==> config.mk <==
export PLATFORM = sky130hd
export DESIGN_NAME = msx_bus_sequencer_flat
export DESIGN_NICKNAME = d
export VERILOG_FILES = /design/src/rtl/msx_bus_pkg.sv /design/src/rtl/msx_bus_if.sv /design/src/rtl/msx_sync2.sv /design/src/rtl/msx_bus_sequencer.sv /design/src/flat_wrapper.sv
export SDC_FILE = /design/constraint.sdc
export NUM_CORES = 1
export LEC_CHECK = 0
export CAP_MARGIN = 20
export CORE_MARGIN = 3
export CORE_UTILIZATION = 54
export CTS_CLUSTER_SIZE = 16
export DETAILED_ROUTE_END_ITERATION = 12
export DONT_BUFFER_PORTS = 1
export PLACE_DENSITY_LB_ADDON = 0.2
export SYNTH_ARGS = -nofsm -noshare
export SYNTH_HDL_FRONTEND = slang
export SYNTH_SLANG_ARGS = --single-unit
export TNS_END_PERCENT = 30
==> constraint.sdc <==
create_clock -name clk -period 3.4 [get_ports clk]
set_clock_uncertainty 0.1 [all_clocks]
set_input_delay 0.51 -clock clk [delete_from_list [all_inputs] [get_ports clk]]
set_output_delay 0.51 -clock clk [all_outputs]
set_load 0.1 [all_outputs]
==> src/rtl/msx_bus_pkg.sv <==
// Shared types and constants for the MSX cartridge bus sequencer.
package msx_bus_pkg;

  localparam logic [1:0] OP_MEMRD = 2'b00;
  localparam logic [1:0] OP_MEMWR = 2'b01;
  localparam logic [1:0] OP_IORD  = 2'b10;
  localparam logic [1:0] OP_IOWR  = 2'b11;

  localparam logic [7:0] RDATA_IDLE = 8'hFF;

  typedef enum logic [2:0] {
    ST_IDLE,
    ST_SETUP,
    ST_STROBE,
    ST_HOLD,
    ST_RESP
  } state_t;

  // Latched command from the SPI frontend
  typedef struct packed {
    logic [1:0]  op;
    logic        slot;
    logic [15:0] addr;
    logic [7:0]  wdata;
  } cmd_t;

  // Registered cartridge-side pin values
  typedef struct packed {
    logic [15:0] addr;
    logic [7:0]  data_o;
    logic        data_oe;
    logic        rd_n;
    logic        wr_n;
    logic        iorq_n;
    logic        merq_n;
    logic        sltsl_n;
    logic        cs1_n;
    logic        cs2_n;
    logic        cs12_n;
  } pins_t;

  localparam pins_t PINS_RESET = '{
    addr: 16'h0000, data_o: 8'h00, data_oe: 1'b0,
    rd_n: 1'b1, wr_n: 1'b1, iorq_n: 1'b1, merq_n: 1'b1,
    sltsl_n: 1'b1, cs1_n: 1'b1, cs2_n: 1'b1, cs12_n: 1'b1
  };

  function automatic logic op_is_write(input logic [1:0] op);
    return op[0];
  endfunction

  function automatic logic op_is_io(input logic [1:0] op);
    return op[1];
  endfunction

endpackage

==> src/rtl/msx_bus_if.sv <==
// Command/response handshake plus MSX slot pins seen by the sequencer.
interface msx_bus_if;
  logic        cmd_valid;
  logic        cmd_ready;
  logic [1:0]  cmd_op;
  logic        cmd_slot;
  logic [15:0] cmd_addr;
  logic [7:0]  cmd_wdata;
  logic        rsp_valid;
  logic        rsp_ready;
  logic [7:0]  rsp_rdata;
  logic        rsp_timeout;
  logic [15:0] msx_addr;
  logic [7:0]  msx_data_o;
  logic        msx_data_oe;
  logic [7:0]  msx_data_i;
  logic        msx_rd_n;
  logic        msx_wr_n;
  logic        msx_iorq_n;
  logic        msx_merq_n;
  logic        msx_sltsl_n;
  logic        msx_cs1_n;
  logic        msx_cs2_n;
  logic        msx_cs12_n;
  logic        msx_m1_n;
  logic        msx_rfsh_n;
  logic        msx_wait_n;

  modport slave (
    input  cmd_valid, cmd_op, cmd_slot, cmd_addr, cmd_wdata, rsp_ready,
           msx_data_i, msx_wait_n,
    output cmd_ready, rsp_valid, rsp_rdata, rsp_timeout, msx_addr, msx_data_o,
           msx_data_oe, msx_rd_n, msx_wr_n, msx_iorq_n, msx_merq_n, msx_sltsl_n,
           msx_cs1_n, msx_cs2_n, msx_cs12_n, msx_m1_n, msx_rfsh_n
  );

  modport master (
    output cmd_valid, cmd_op, cmd_slot, cmd_addr, cmd_wdata, rsp_ready,
           msx_data_i, msx_wait_n,
    input  cmd_ready, rsp_valid, rsp_rdata, rsp_timeout, msx_addr, msx_data_o,
           msx_data_oe, msx_rd_n, msx_wr_n, msx_iorq_n, msx_merq_n, msx_sltsl_n,
           msx_cs1_n, msx_cs2_n, msx_cs12_n, msx_m1_n, msx_rfsh_n
  );
endinterface

==> src/rtl/msx_sync2.sv <==
// Two-flop synchronizer for asynchronous active-low cartridge inputs; idles high.
module msx_sync2 (
  input  logic clk,
  input  logic rst_n,
  input  logic d,
  output logic q
);
  logic meta;

  // Double-register the asynchronous input
  always_ff @(posedge clk) begin
    if (!rst_n) begin
      meta <= 1'b1;
      q    <= 1'b1;
    end else begin
      meta <= d;
      q    <= meta;
    end
  end
endmodule

==> src/rtl/msx_bus_sequencer.sv <==
// Runs one frontend command as a timed MSX slot cycle: setup, strobe (+WAIT_n), hold, response.
module msx_bus_sequencer
  import msx_bus_pkg::*;
#(
  parameter int unsigned SETUP_CYC    = 2,
  parameter int unsigned STROBE_CYC   = 4,
  parameter int unsigned HOLD_CYC     = 1,
  parameter int unsigned WAIT_TIMEOUT = 255
) (
  input logic      clk,
  input logic      rst_n,
  msx_bus_if.slave bus
);
  localparam int unsigned CNT_W = 8;

  state_t           state, state_d;
  logic [CNT_W-1:0] cnt, cnt_d;
  logic [CNT_W-1:0] ext, ext_d;
  cmd_t             cmd_q, cmd_d;
  pins_t            pins_q, pins_d;
  logic             cmd_ready_q, rsp_valid_q, timeout_q, timeout_d;
  logic [7:0]       rdata_q, rdata_d;
  logic             wait_s;
  logic             sel, active, is_wr, is_io;

  msx_sync2 u_wait_sync (
    .clk   (clk),
    .rst_n (rst_n),
    .d     (bus.msx_wait_n),
    .q     (wait_s)
  );

  // Next state, shared phase counter, WAIT_n extension and response capture
  always_comb begin
    state_d   = state;
    cnt_d     = cnt;
    ext_d     = ext;
    cmd_d     = cmd_q;
    rdata_d   = rdata_q;
    timeout_d = timeout_q;
    case (state)
      ST_IDLE: begin
        if (bus.cmd_valid && cmd_ready_q) begin
          cmd_d   = '{op: bus.cmd_op, slot: bus.cmd_slot,
                      addr: bus.cmd_addr, wdata: bus.cmd_wdata};
          cnt_d   = CNT_W'(SETUP_CYC);
          state_d = ST_SETUP;
        end
      end
      ST_SETUP: begin
        if (cnt <= CNT_W'(1)) begin
          cnt_d   = CNT_W'(STROBE_CYC);
          ext_d   = '0;
          state_d = ST_STROBE;
        end else begin
          cnt_d = cnt - CNT_W'(1);
        end
      end
      ST_STROBE: begin
        if (cnt > CNT_W'(1)) begin
          cnt_d = cnt - CNT_W'(1);
        end else if (!wait_s && (ext < CNT_W'(WAIT_TIMEOUT))) begin
          ext_d = (ext == '1) ? ext : ext + CNT_W'(1);
        end else begin
          // Final strobe cycle: still waiting here means the extension budget ran out
          timeout_d = !wait_s;
          rdata_d   = (!wait_s || op_is_write(cmd_q.op)) ? RDATA_IDLE : bus.msx_data_i;
          cnt_d     = CNT_W'(HOLD_CYC);
          state_d   = ST_HOLD;
        end
      end
      ST_HOLD: begin
        if (cnt <= CNT_W'(1)) begin
          state_d = ST_RESP;
        end else begin
          cnt_d = cnt - CNT_W'(1);
        end
      end
      ST_RESP: begin
        if (bus.rsp_ready) begin
          state_d = ST_IDLE;
        end
      end
      default: state_d = ST_IDLE;
    endcase
  end

  // Pin values for the upcoming state, so bus changes land one edge after the decision
  always_comb begin
    pins_d         = pins_q;
    sel            = (state_d == ST_SETUP) || (state_d == ST_STROBE);
    active         = sel || (state_d == ST_HOLD);
    is_wr          = op_is_write(cmd_d.op);
    is_io          = op_is_io(cmd_d.op);
    if (active) begin
      pins_d.addr = cmd_d.addr;
    end
    if (active && is_wr) begin
      pins_d.data_o = cmd_d.wdata;
    end
    pins_d.data_oe = active && is_wr;
    pins_d.rd_n    = !((state_d == ST_STROBE) && !is_wr);
    pins_d.wr_n    = !((state_d == ST_STROBE) && is_wr);
    pins_d.iorq_n  = !(sel && is_io);
    pins_d.merq_n  = !(sel && !is_io);
    pins_d.sltsl_n = !(sel && !is_io && cmd_d.slot);
    pins_d.cs1_n   = !(!pins_d.sltsl_n && (cmd_d.addr[15:14] == 2'b01));
    pins_d.cs2_n   = !(!pins_d.sltsl_n && (cmd_d.addr[15:14] == 2'b10));
    pins_d.cs12_n  = pins_d.cs1_n & pins_d.cs2_n;
  end

  // State and output registers; reset aborts any bus cycle immediately
  always_ff @(posedge clk) begin
    if (!rst_n) begin
      state       <= ST_IDLE;
      cnt         <= '0;
      ext         <= '0;
      cmd_q       <= '0;
      pins_q      <= PINS_RESET;
      cmd_ready_q <= 1'b0;
      rsp_valid_q <= 1'b0;
      rdata_q     <= RDATA_IDLE;
      timeout_q   <= 1'b0;
    end else begin
      state       <= state_d;
      cnt         <= cnt_d;
      ext         <= ext_d;
      cmd_q       <= cmd_d;
      pins_q      <= pins_d;
      cmd_ready_q <= (state_d == ST_IDLE);
      rsp_valid_q <= (state_d == ST_RESP);
      rdata_q     <= rdata_d;
      timeout_q   <= timeout_d;
    end
  end

  assign bus.cmd_ready   = cmd_ready_q;
  assign bus.rsp_valid   = rsp_valid_q;
  assign bus.rsp_rdata   = rdata_q;
  assign bus.rsp_timeout = timeout_q;
  assign bus.msx_addr    = pins_q.addr;
  assign bus.msx_data_o  = pins_q.data_o;
  assign bus.msx_data_oe = pins_q.data_oe;
  assign bus.msx_rd_n    = pins_q.rd_n;
  assign bus.msx_wr_n    = pins_q.wr_n;
  assign bus.msx_iorq_n  = pins_q.iorq_n;
  assign bus.msx_merq_n  = pins_q.merq_n;
  assign bus.msx_sltsl_n = pins_q.sltsl_n;
  assign bus.msx_cs1_n   = pins_q.cs1_n;
  assign bus.msx_cs2_n   = pins_q.cs2_n;
  assign bus.msx_cs12_n  = pins_q.cs12_n;
  assign bus.msx_m1_n    = 1'b1;
  assign bus.msx_rfsh_n  = 1'b1;
endmodule
==> src/flat_wrapper.sv <==
// flat-port wrapper written by rule: the top's interface ports become plain ports
module msx_bus_sequencer_flat import msx_bus_pkg::*;
#(
  parameter int unsigned SETUP_CYC    = 2,
  parameter int unsigned STROBE_CYC   = 4,
  parameter int unsigned HOLD_CYC     = 1,
  parameter int unsigned WAIT_TIMEOUT = 255
)
  (clk, rst_n, bus_cmd_valid, bus_cmd_op, bus_cmd_slot, bus_cmd_addr, bus_cmd_wdata, bus_rsp_ready, bus_msx_data_i, bus_msx_wait_n, bus_cmd_ready, bus_rsp_valid, bus_rsp_rdata, bus_rsp_timeout, bus_msx_addr, bus_msx_data_o, bus_msx_data_oe, bus_msx_rd_n, bus_msx_wr_n, bus_msx_iorq_n, bus_msx_merq_n, bus_msx_sltsl_n, bus_msx_cs1_n, bus_msx_cs2_n, bus_msx_cs12_n, bus_msx_m1_n, bus_msx_rfsh_n);
  msx_bus_if bus_i ();
  input logic clk;
  input logic rst_n;
  input wire logic [$bits(bus_i.cmd_valid)-1:0] bus_cmd_valid;
  input wire logic [$bits(bus_i.cmd_op)-1:0] bus_cmd_op;
  input wire logic [$bits(bus_i.cmd_slot)-1:0] bus_cmd_slot;
  input wire logic [$bits(bus_i.cmd_addr)-1:0] bus_cmd_addr;
  input wire logic [$bits(bus_i.cmd_wdata)-1:0] bus_cmd_wdata;
  input wire logic [$bits(bus_i.rsp_ready)-1:0] bus_rsp_ready;
  input wire logic [$bits(bus_i.msx_data_i)-1:0] bus_msx_data_i;
  input wire logic [$bits(bus_i.msx_wait_n)-1:0] bus_msx_wait_n;
  output wire logic [$bits(bus_i.cmd_ready)-1:0] bus_cmd_ready;
  output wire logic [$bits(bus_i.rsp_valid)-1:0] bus_rsp_valid;
  output wire logic [$bits(bus_i.rsp_rdata)-1:0] bus_rsp_rdata;
  output wire logic [$bits(bus_i.rsp_timeout)-1:0] bus_rsp_timeout;
  output wire logic [$bits(bus_i.msx_addr)-1:0] bus_msx_addr;
  output wire logic [$bits(bus_i.msx_data_o)-1:0] bus_msx_data_o;
  output wire logic [$bits(bus_i.msx_data_oe)-1:0] bus_msx_data_oe;
  output wire logic [$bits(bus_i.msx_rd_n)-1:0] bus_msx_rd_n;
  output wire logic [$bits(bus_i.msx_wr_n)-1:0] bus_msx_wr_n;
  output wire logic [$bits(bus_i.msx_iorq_n)-1:0] bus_msx_iorq_n;
  output wire logic [$bits(bus_i.msx_merq_n)-1:0] bus_msx_merq_n;
  output wire logic [$bits(bus_i.msx_sltsl_n)-1:0] bus_msx_sltsl_n;
  output wire logic [$bits(bus_i.msx_cs1_n)-1:0] bus_msx_cs1_n;
  output wire logic [$bits(bus_i.msx_cs2_n)-1:0] bus_msx_cs2_n;
  output wire logic [$bits(bus_i.msx_cs12_n)-1:0] bus_msx_cs12_n;
  output wire logic [$bits(bus_i.msx_m1_n)-1:0] bus_msx_m1_n;
  output wire logic [$bits(bus_i.msx_rfsh_n)-1:0] bus_msx_rfsh_n;
  assign bus_i.cmd_valid = bus_cmd_valid;
  assign bus_i.cmd_op = bus_cmd_op;
  assign bus_i.cmd_slot = bus_cmd_slot;
  assign bus_i.cmd_addr = bus_cmd_addr;
  assign bus_i.cmd_wdata = bus_cmd_wdata;
  assign bus_i.rsp_ready = bus_rsp_ready;
  assign bus_i.msx_data_i = bus_msx_data_i;
  assign bus_i.msx_wait_n = bus_msx_wait_n;
  assign bus_cmd_ready = bus_i.cmd_ready;
  assign bus_rsp_valid = bus_i.rsp_valid;
  assign bus_rsp_rdata = bus_i.rsp_rdata;
  assign bus_rsp_timeout = bus_i.rsp_timeout;
  assign bus_msx_addr = bus_i.msx_addr;
  assign bus_msx_data_o = bus_i.msx_data_o;
  assign bus_msx_data_oe = bus_i.msx_data_oe;
  assign bus_msx_rd_n = bus_i.msx_rd_n;
  assign bus_msx_wr_n = bus_i.msx_wr_n;
  assign bus_msx_iorq_n = bus_i.msx_iorq_n;
  assign bus_msx_merq_n = bus_i.msx_merq_n;
  assign bus_msx_sltsl_n = bus_i.msx_sltsl_n;
  assign bus_msx_cs1_n = bus_i.msx_cs1_n;
  assign bus_msx_cs2_n = bus_i.msx_cs2_n;
  assign bus_msx_cs12_n = bus_i.msx_cs12_n;
  assign bus_msx_m1_n = bus_i.msx_m1_n;
  assign bus_msx_rfsh_n = bus_i.msx_rfsh_n;
  msx_bus_sequencer #(.SETUP_CYC(SETUP_CYC), .STROBE_CYC(STROBE_CYC), .HOLD_CYC(HOLD_CYC), .WAIT_TIMEOUT(WAIT_TIMEOUT)) u_core (.clk(clk), .rst_n(rst_n), .bus(bus_i));
endmodule
==> impl_metrics.tcl, run 1 <==
set metrics [dict create \
    die_x_um 89.5 \
    worstSetupPathType "flop to flop" \
    core_um2 6570 \
    multi_input_area_um2 1790 \
    setup_viol 0 \
    ir_drop_mv 0.462 \
    nets 443 \
    synth_top_cells_by_area "dfxtp_1 49%, mux2i_1 7.4%, nor2_1 5.4%" \
    hp-class "input pin to flop" \
    ctsHoldBuffers 0 \
    synth-warning-count 0 \
    synth_cell_types 51 \
    cts_root_buffer "clkbuf_8" \
    antenna_found_initial 0 \
    synth_area_um2 3760 \
    tightest_slew_ns 1.09 \
    finalMaxSlewViolations 0 \
    critPathTopFamily "compound AO/OA/AOI/OAI gates" \
    ant_nets 0 \
    fp-row-count 29 \
    cts_setup_buffers 0 \
    synth_top_area_cell "dfxtp_1" \
    io_buffers 0 \
    worstPathArrival_ns 2.86 \
    cts_tree "done" \
    dpl.hpwl_um 5690 \
    yosysSeqAreaShare_pct 48.9 \
    startpoint_type "flop" \
    synth_area_per_cell_um2 9.27 \
    critPathCaptureType "flop" \
    vias 2892 \
    grt_max_degree 51 \
    cpPeakStageDelay_ns 0.98 \
    grt_pass1_vias 2788 \
    clkTransAtPathRegs_ns 0.09 \
    r2r_start "u_core.ext[0]" \
    clock-sinks 92 \
    r2r_slack_ns 0.74 \
    start_util_pct 57.3 \
    min_path_cells 1 \
    maxSlewHeadroom_pct 27.0 \
    firstDrtPassIters 4 \
    diodes 0 \
    ys.flop_type "dfxtp_1" \
    power.density_nw_per_um2 985 \
    fin_crit_sh_pct 78.3 \
    drv_cap 0 \
    synth-edff-count 0 \
    rsz0062_at_grt "false" \
    drt-total-wl_um 7990 \
    r2r_cells 6 \
    dieArea_um2 8010 \
    placed_cells 482 \
    crit_buf_inv 0 \
    worstPathCellList "ha_1 > and3_1 > a2111oi_1 > o211ai_2 > or4_1 > nand2_1" \
    outcome "complete, no violations" \
    cts-buffers-inserted 9 \
    grtUsageTotal_pct 21.0 \
    drive_above_1_share_pct 8.66 \
    yosys.area.top_type_share_pct 48.9 \
    place_congestion 0.878 \
    power_leakage_nw 1.53 \
    die_height_um 89.5 \
    r2r_end "u_core.ext[7]" \
    route.detailed.drc 0 \
    insertion_delay_ns 0.35 \
    synth-async-reset-ratio_pct 0 \
    wl_per_cell_um 16.1 \
    cts_buffer_depth 2 \
    final-seq-area_um2 1840 \
    via_per_inst 5.82 \
    h-tree-depth 3 \
    grt_first_pass_wirelength_um 13100 \
    netlist_instances 406 \
    drtIter0Drc 167 \
    crit_fanout 5 \
    min_from "rst_n" \
    pin_count 86 \
    holdPathEnd "u_core.u_wait_sync.q" \
    post-route-min-period_ns 2.66 \
    hold_viol_final 0 \
    fill_cells 560 \
    required_ns 3.60 \
    areaGrowthSynthToFinish_pct 7.15 \
    cts_resized 0 \
    grt_overflow 0 \
    slowest_stage "a2111oi_1" \
    tns_ns 0 \
    final_cells 497 \
    max_freq_mhz 376 \
    ys_ff_latch 92 \
]
==> flip-flops by register name, summed over array words and instances (netlist names) <==
signal                   flops
u_core.bus.msx_sltsl_n       1
u_core.cnt                   8
u_core.bus.msx_data_o        8
u_core.cmd_q                27
u_core.bus.msx_merq_n        1
u_core.u_wait_sync.meta      1
u_core.bus.msx_rd_n          1
u_core.bus.msx_iorq_n        1
u_core.bus.rsp_rdata         8
u_core.bus.msx_cs12_n        1
u_core.bus.msx_cs1_n         1
u_core.bus.msx_wr_n          1
u_core.ext                   8
u_core.bus.cmd_ready         1
u_core.bus.msx_cs2_n         1
u_core.bus.msx_addr         16
u_core.bus.msx_data_oe       1
u_core.u_wait_sync.q         1
u_core.bus.rsp_valid         1
u_core.state                 3
u_core.bus.rsp_timeout       1
==> through the flow <==
stage	utilization (%)	hold slack (ns)	setup slack, ns	cell area (um2)	power, mW
2_1_floorplan	-	0.286	0.901	3770	2.96
4_1_cts	61.4	0.112	0.819	4030	4.00
6_report	61.4	0.132	0.738	4030	3.97
3_5_place_dp	58.4	0.291	0.872	3840	3.26
3_3_place_gp	58.4	0.289	0.979	3840	3.21
5_1_grt	61.4	0.114	0.589	4030	4.21
==> power breakdown <==
part	internal [mW]	switching (mW)	leakage (nW)
Clock	0.343	0.386	0.0963
Sequential	1.25	0.618	0.747
Combinational	0.475	0.901	0.690
==> area by class of cell <==
type,count,share of cell area (%)
sequential,92,45.7
multi-input combinational,281,44.4
clock buffer,9,3.07
tap,93,2.89
clock inverter,6,1.80
timing repair buffer,7,1.30
inverter,9,0.838
==> logic make-up after synthesis <==
kind of cell	after synthesis	share of synthesized area, %
flops	92	48.9
xor+xnor	7	1.63
buf+inv	34	3.79
mux	29	7.75
other cells	1	0.0996
simple gates	153	20.5
fa+ha+maj	3	0.997
compound gates	87	16.3
==> cells in the mapped netlist (2+ instances only) <==
library cell   n
nand2_1       27
a211oi_1       5
nor2b_1        2
o211ai_1       4
a21o_1        10
dfxtp_1       92
and3_1         6
mux2i_1       28
nor2_1        54
o31ai_1       17
xnor2_1        2
o2111ai_1      2
buf_4          2
buf_2          6
a31o_2         3
clkbuf_1      16
a21oi_1       13
nand3_1       27
or3_1          4
ha_1           3
nand2b_1       4
inv_1          9
or4_1          3
o22ai_1        2
nand4_1        4
o21ai_0       17
nor3b_1       10
nor3_1         4
a311oi_1       2
xor2_1         5
o32ai_1        3
==> how the worst max path moves through the flow <==
stage / start / endpoint / cells after the start
after floorplan: u_core.bus.cmd_ready / u_core.cnt[1] / 5
after global placement: u_core.ext[0] / u_core.ext[7] / 6
after detailed placement: u_core.cnt[2] / u_core.cnt[0] / 6
after CTS: u_core.ext[0] / u_core.ext[7] / 6
after global routing: u_core.ext[0] / u_core.ext[5] / 6
final: u_core.ext[0] / u_core.ext[7] / 6
==> layer usage <==
layer / vias to the layer above / part of all wire (%) / global-route usage [%]
li1: 1442 / - / -
met5: - / 0 / 0
met2: 101 / 45 / 31.9
met1: 1335 / 44 / 26.1
met3: 14 / 9.3 / 8.20
met4: 0 / 1.9 / 10.4
==> layout by cell type, fill, tap and decap left out, types with 3 or more instances in the layout <==
cell and instances:
dfxtp_1 92, nor2_1 54, mux2i_1 28, nand2_1 27
nand3_1 27, o31ai_1 17, o21ai_0 17, a21oi_1 13
a21o_1 10, nor3b_1 10, inv_1 9, clkbuf_8 9
buf_4 7, and3_1 6, a211oi_1 5, xor2_1 5
nand4_1 4, o211ai_1 4, or3_1 4, nand2b_1 4
nor3_1 4, or4_1 3, a31o_2 3, o32ai_1 3
ha_1 3
(Power assumes the default switching activity.)
==> run 2, diff against run 1 <==
Clock period 3.4 ns to 2.6 ns, I/O delays scaled along.
==> impl_metrics.tcl, run 2 (synthesis results as in run 1) <==
set metrics [dict create \
    finalMaxSlewViolations 0 \
    final_cells 541 \
    ant_nets 0 \
    rsz0062_at_grt "false" \
    cts_buffer_depth 2 \
    io_buffers 0 \
    hp-class "input pin to flop" \
    finalCoreUtilization_pct 66.8 \
    mostFrequentLayoutCell "dfxtp_1" \
    die_x_um 89.5 \
    firstDrtPassIters 4 \
    cts_root_buffer "clkbuf_8" \
    grt_first_pass_wirelength_um 13100 \
    vias 3043 \
    grt_max_degree 49 \
    tightest_slew_ns 0.963 \
    final_area_um2 4380 \
    wl_met2_um 3780 \
    clkTransAtPathRegs_ns 0.09 \
    cts-buffers-inserted 9 \
    outcome "complete, no violations" \
    start_util_pct 57.3 \
    intPower_mw 2.97 \
    ir_drop_mv 0.589 \
    wl_met3_um 719 \
    maxSlewHeadroom_pct 35.7 \
    cts_tree "done" \
    fp-row-count 29 \
    placed_area_um2 4150 \
    cts_setup_buffers 0 \
    wl_per_cell_um 15.3 \
    dpl.hpwl_um 5790 \
    drt-met1-wl_um 3710 \
    seq_power_share_pct 33.7 \
    route.detailed.drc 0 \
    drv_cap 0 \
    antenna_found_initial 1 \
    drtIter0Drc 144 \
    clock-sinks 92 \
    max_freq_mhz 421 \
    startpoint_type "flop" \
    setup_slack_ns 0.223 \
    fill_cells 548 \
    insertion_delay_ns 0.35 \
    mostFrequentLayoutCells "92 x dfxtp_1, 54 x nor2_1, 49 x buf_4, 28 x mux2i_1" \
    grt_overflow 0 \
    grt_pass1_vias 2788 \
    nets 486 \
    pwr-share-clk_pct 19.3 \
    pre_cts_slack_ns 0.275 \
    dieArea_um2 8010 \
    totalPowerFinal_mw 5.49 \
    power.density_nw_per_um2 1250 \
    post-route-min-period_ns 2.38 \
    core_um2 6570 \
    tns_ns 0 \
    setup_viol 0 \
    crit_fanout 7 \
    final-seq-area_um2 1840 \
    hold_viol_final 0 \
    worstPathArrival_ns 2.50 \
    place_congestion 0.867 \
    areaGrowthSynthToFinish_pct 16.5 \
    combPwrFrac_pct 47.1 \
    fin_hold_ws_ns 0.0362 \
    fin_crit_sh_pct 91.4 \
    required_ns 2.72 \
    power_leakage_nw 1.76 \
    largest_reg_flops 27 \
    critPathCaptureType "flop" \
    drt-total-wl_um 8260 \
    grtUsageTotal_pct 21.2 \
    power_switching_mw 2.53 \
    switching_share_pct 46.0 \
    die_height_um 89.5 \
    worstSetupPathType "flop to flop" \
    top_register "u_core.cmd_q" \
    drive_above_1_share_pct 17.2 \
    multi_input_area_um2 1790 \
    via_per_inst 5.62 \
    pin_count 86 \
    highest_layer "met4" \
    placed_cells 524 \
    h-tree-depth 3 \
]
## run 2: per-layer routing
| metal | vias up | GRT usage (%) |
|---|---|---|
| met1 | 1417 | 26.8 |
| li1 | 1534 | - |
| met4 | 0 | 8.93 |
| met2 | 88 | 33.1 |
| met3 | 4 | 7.10 |
| met5 | - | 0 |
## run 2: layout make-up
type                    count  share of cell area, %
flip-flops and latches     92                   42.0
diodes                      1                 0.0571
clock inverters             6                   2.20
inverters                   9                  0.771
well taps                  93                   2.65
repair buffers             50                   8.62
multi-input cells         281                   40.9
clock buffers               9                   2.83
## run 2: final timing paths
| path | slack, ns | end | startpoint | cells past startpoint |
|---|---|---|---|---|
| min | 0.04 | u_core.u_wait_sync.meta | bus_msx_wait_n | 1 |
| min reg2reg | 0.31 | u_core.u_wait_sync.q | u_core.u_wait_sync.meta | 1 |
| max | 0.22 | u_core.bus.msx_cs2_n | u_core.cnt[0] | 8 |
| max reg2reg | 0.22 | u_core.bus.msx_cs2_n | u_core.cnt[0] | 8 |
## run 2: what timing repair did
| action | 4_1_cts | 5_1_grt |
|---|---|---|
| hold buffers | 1 | 0 |
| hold endpoints to repair | 3 | 0 |
| resized for setup | 0 | 0 |
## run 2: power groups by stage
stage | clock network (mW) | registers, mW | logic [mW]
4_1_cts | 1.08 | 1.85 | 2.58
3_3_place_gp | 0 | 1.87 | 2.54
5_1_grt | 1.14 | 1.87 | 2.80
3_5_place_dp | 0 | 1.88 | 2.57
6_report | 1.06 | 1.85 | 2.59
2_1_floorplan | 0 | 2.47 | 1.40
## run 2: critical path: stages, from the launching register on
cell	delay (ns)
dfxtp_1	0.41
inv_1	0.08
ha_1	0.29
o21bai_1	0.46
nor3_2	0.16
a311oi_2	0.32
xor2_1	0.18
buf_4	0.16
nand4_1	0.10
==> run 3, diff against run 2 <==
Settings changed: RECOVER_POWER set to 100.
==> impl_metrics.tcl, run 3 (synthesis results as in run 1) <==
set metrics [dict create \
    outcome "complete, no violations" \
    clock-sinks 92 \
    finalCoreUtilization_pct 64.4 \
    antenna_found_initial 1 \
    insertion_delay_ns 0.35 \
    die_height_um 89.5 \
    io_buffers 0 \
    pin_count 86 \
    ir_drop_mv 0.611 \
    required_ns 2.72 \
    seq_power_share_pct 34.2 \
    place_congestion 0.867 \
    firstDrtPassIters 5 \
    cts-buffers-inserted 9 \
    fill_cells 590 \
    grtUsageTotal_pct 21.2 \
    vias 3053 \
    drv_cap 0 \
    dieArea_um2 8010 \
    switching_share_pct 46.7 \
    mostFrequentLayoutCells "92 x dfxtp_1, 54 x nor2_1, 39 x clkbuf_1, 28 x mux2i_1" \
    dpl.hpwl_um 5790 \
    grt_overflow 0 \
    hp-class "input pin to flop" \
    ant_nets 0 \
    post-route-min-period_ns 2.37 \
    grt_max_degree 49 \
    die_x_um 89.5 \
    grt_first_pass_wirelength_um 13100 \
    worstSetupPathType "flop to flop" \
    cts_root_buffer "clkbuf_8" \
    r2r_end "u_core.bus.msx_cs2_n" \
    hold_viol_final 0 \
    finalMaxSlewViolations 0 \
    mostFrequentLayoutCell "dfxtp_1" \
    critPathCaptureType "flop" \
    max_freq_mhz 422 \
    rsz0062_at_grt "false" \
    intPower_mw 2.88 \
    largest_reg_flops 27 \
    nets 486 \
    min_path_cells 1 \
    wl_per_cell_um 15.2 \
    min_from "rst_n" \
    route.detailed.drc 0 \
    tns_ns 0 \
    fp-row-count 29 \
    fin_crit_sh_pct 91.2 \
    power.density_nw_per_um2 1280 \
    power_leakage_nw 1.61 \
    drive_above_1_share_pct 7.61 \
    setup_viol 0 \
    h-tree-depth 3 \
    start_util_pct 57.3 \
    combPwrFrac_pct 46.2 \
    cts_tree "done" \
    r2r_cells 8 \
    drtIter0Drc 151 \
    areaGrowthSynthToFinish_pct 12.4 \
    r2r_slack_ns 0.23 \
    drt-total-wl_um 8220 \
    pwr-share-clk_pct 19.6 \
    power_switching_mw 2.52 \
    r2r_start "u_core.cnt[0]" \
    startpoint_type "flop" \
    via_per_inst 5.64 \
    tightest_slew_ns 1.26 \
    crit_fanout 7 \
    cts_buffer_depth 2 \
    top_register "u_core.cmd_q" \
    maxSlewHeadroom_pct 16.3 \
    core_um2 6570 \
    grt_pass1_vias 2788 \
    holdPathEnd "u_core.bus.msx_merq_n" \
    worstPathArrival_ns 2.49 \
    clkTransAtPathRegs_ns 0.09 \
]
run 3: cell count changes in the layout (fill, tap and decap cells not counted), sizes merged:
cell and change:
buf -40, clkbuf +40
run 3: cell type report:
class / count / area, um2 / area share [%]
Tap cell: 93 / 116 / 2.75
Multi-Input combinational cell: 281 / 1790 / 42.2
Clock inverter: 6 / 96.3 / 2.28
Sequential cell: 92 / 1840 / 43.6
Timing Repair Buffer: 50 / 229 / 5.41
Clock buffer: 9 / 124 / 2.93
Inverter: 9 / 33.8 / 0.799
Antenna cell: 1 / 2.50 / 0.0592
run 3: power groups by stage:
stage                     sequential (mW)  combinational, mW  clock (mW)
after floorplan                      2.47               1.40           0
after global placement               1.87               2.54           0
after detailed placement             1.88               2.57           0
after CTS                            1.85               2.58        1.08
after global routing                 1.87               2.71        1.14
final                                1.85               2.49        1.06
run 3: worst max path at each step:
stage,start,end,slack (ns),depth (start not counted)
global route,u_core.state[1],u_core.bus.msx_data_o[6],0.05,6
finish,u_core.cnt[0],u_core.bus.msx_cs2_n,0.23,8
floorplan,u_core.bus.cmd_ready,u_core.cnt[1],0.10,5
detailed placement,u_core.cnt[0],u_core.bus.msx_cs2_n,0.27,8
global placement,u_core.cnt[2],u_core.bus.msx_cs12_n,0.30,6
CTS,u_core.cnt[2],u_core.bus.msx_cs2_n,0.25,6
run 3: repair_timing:
item | in CTS | in global routing
endpoints found under the setup margin | 0 | 0
setup buffers | 0 | 0
endpoints found under the hold margin | 3 | 0
hold buffers | 1 | 0
gates resized for setup | 0 | 0
run 3: per-stage QoR:
stage | area [um2] | power [mW] | hold WS (ns) | instances | setup slack, ns
after floorplan | 3770 | 3.87 | 0.286 | 407 | 0.101
after global placement | 4150 | 4.41 | 0.290 | 524 | 0.302
after detailed placement | 4150 | 4.45 | 0.298 | 524 | 0.275
after CTS | 4380 | 5.51 | 0.00219 | 540 | 0.250
after global routing | 4230 | 5.72 | 0.00468 | 541 | 0.0488
final | 4230 | 5.40 | 0.0224 | 541 | 0.228
run 3: critical path, cell delays in order (launching register included):
cell	delay [ns]
dfxtp_1	0.41
inv_1	0.08
ha_1	0.29
o21bai_1	0.45
nor3_2	0.16
a311oi_2	0.32
xor2_1	0.18
buf_4	0.16
nand4_1	0.10
run 3: metal layers:
layer | up-vias | wire length, um | GRT usage (%)
li1 | 1531 | - | -
met3 | 9 | 677 | 7.10
met5 | - | 0 | 0
met2 | 96 | 3720 | 33.1
met4 | 0 | 101 | 8.93
met1 | 1417 | 3720 | 26.8
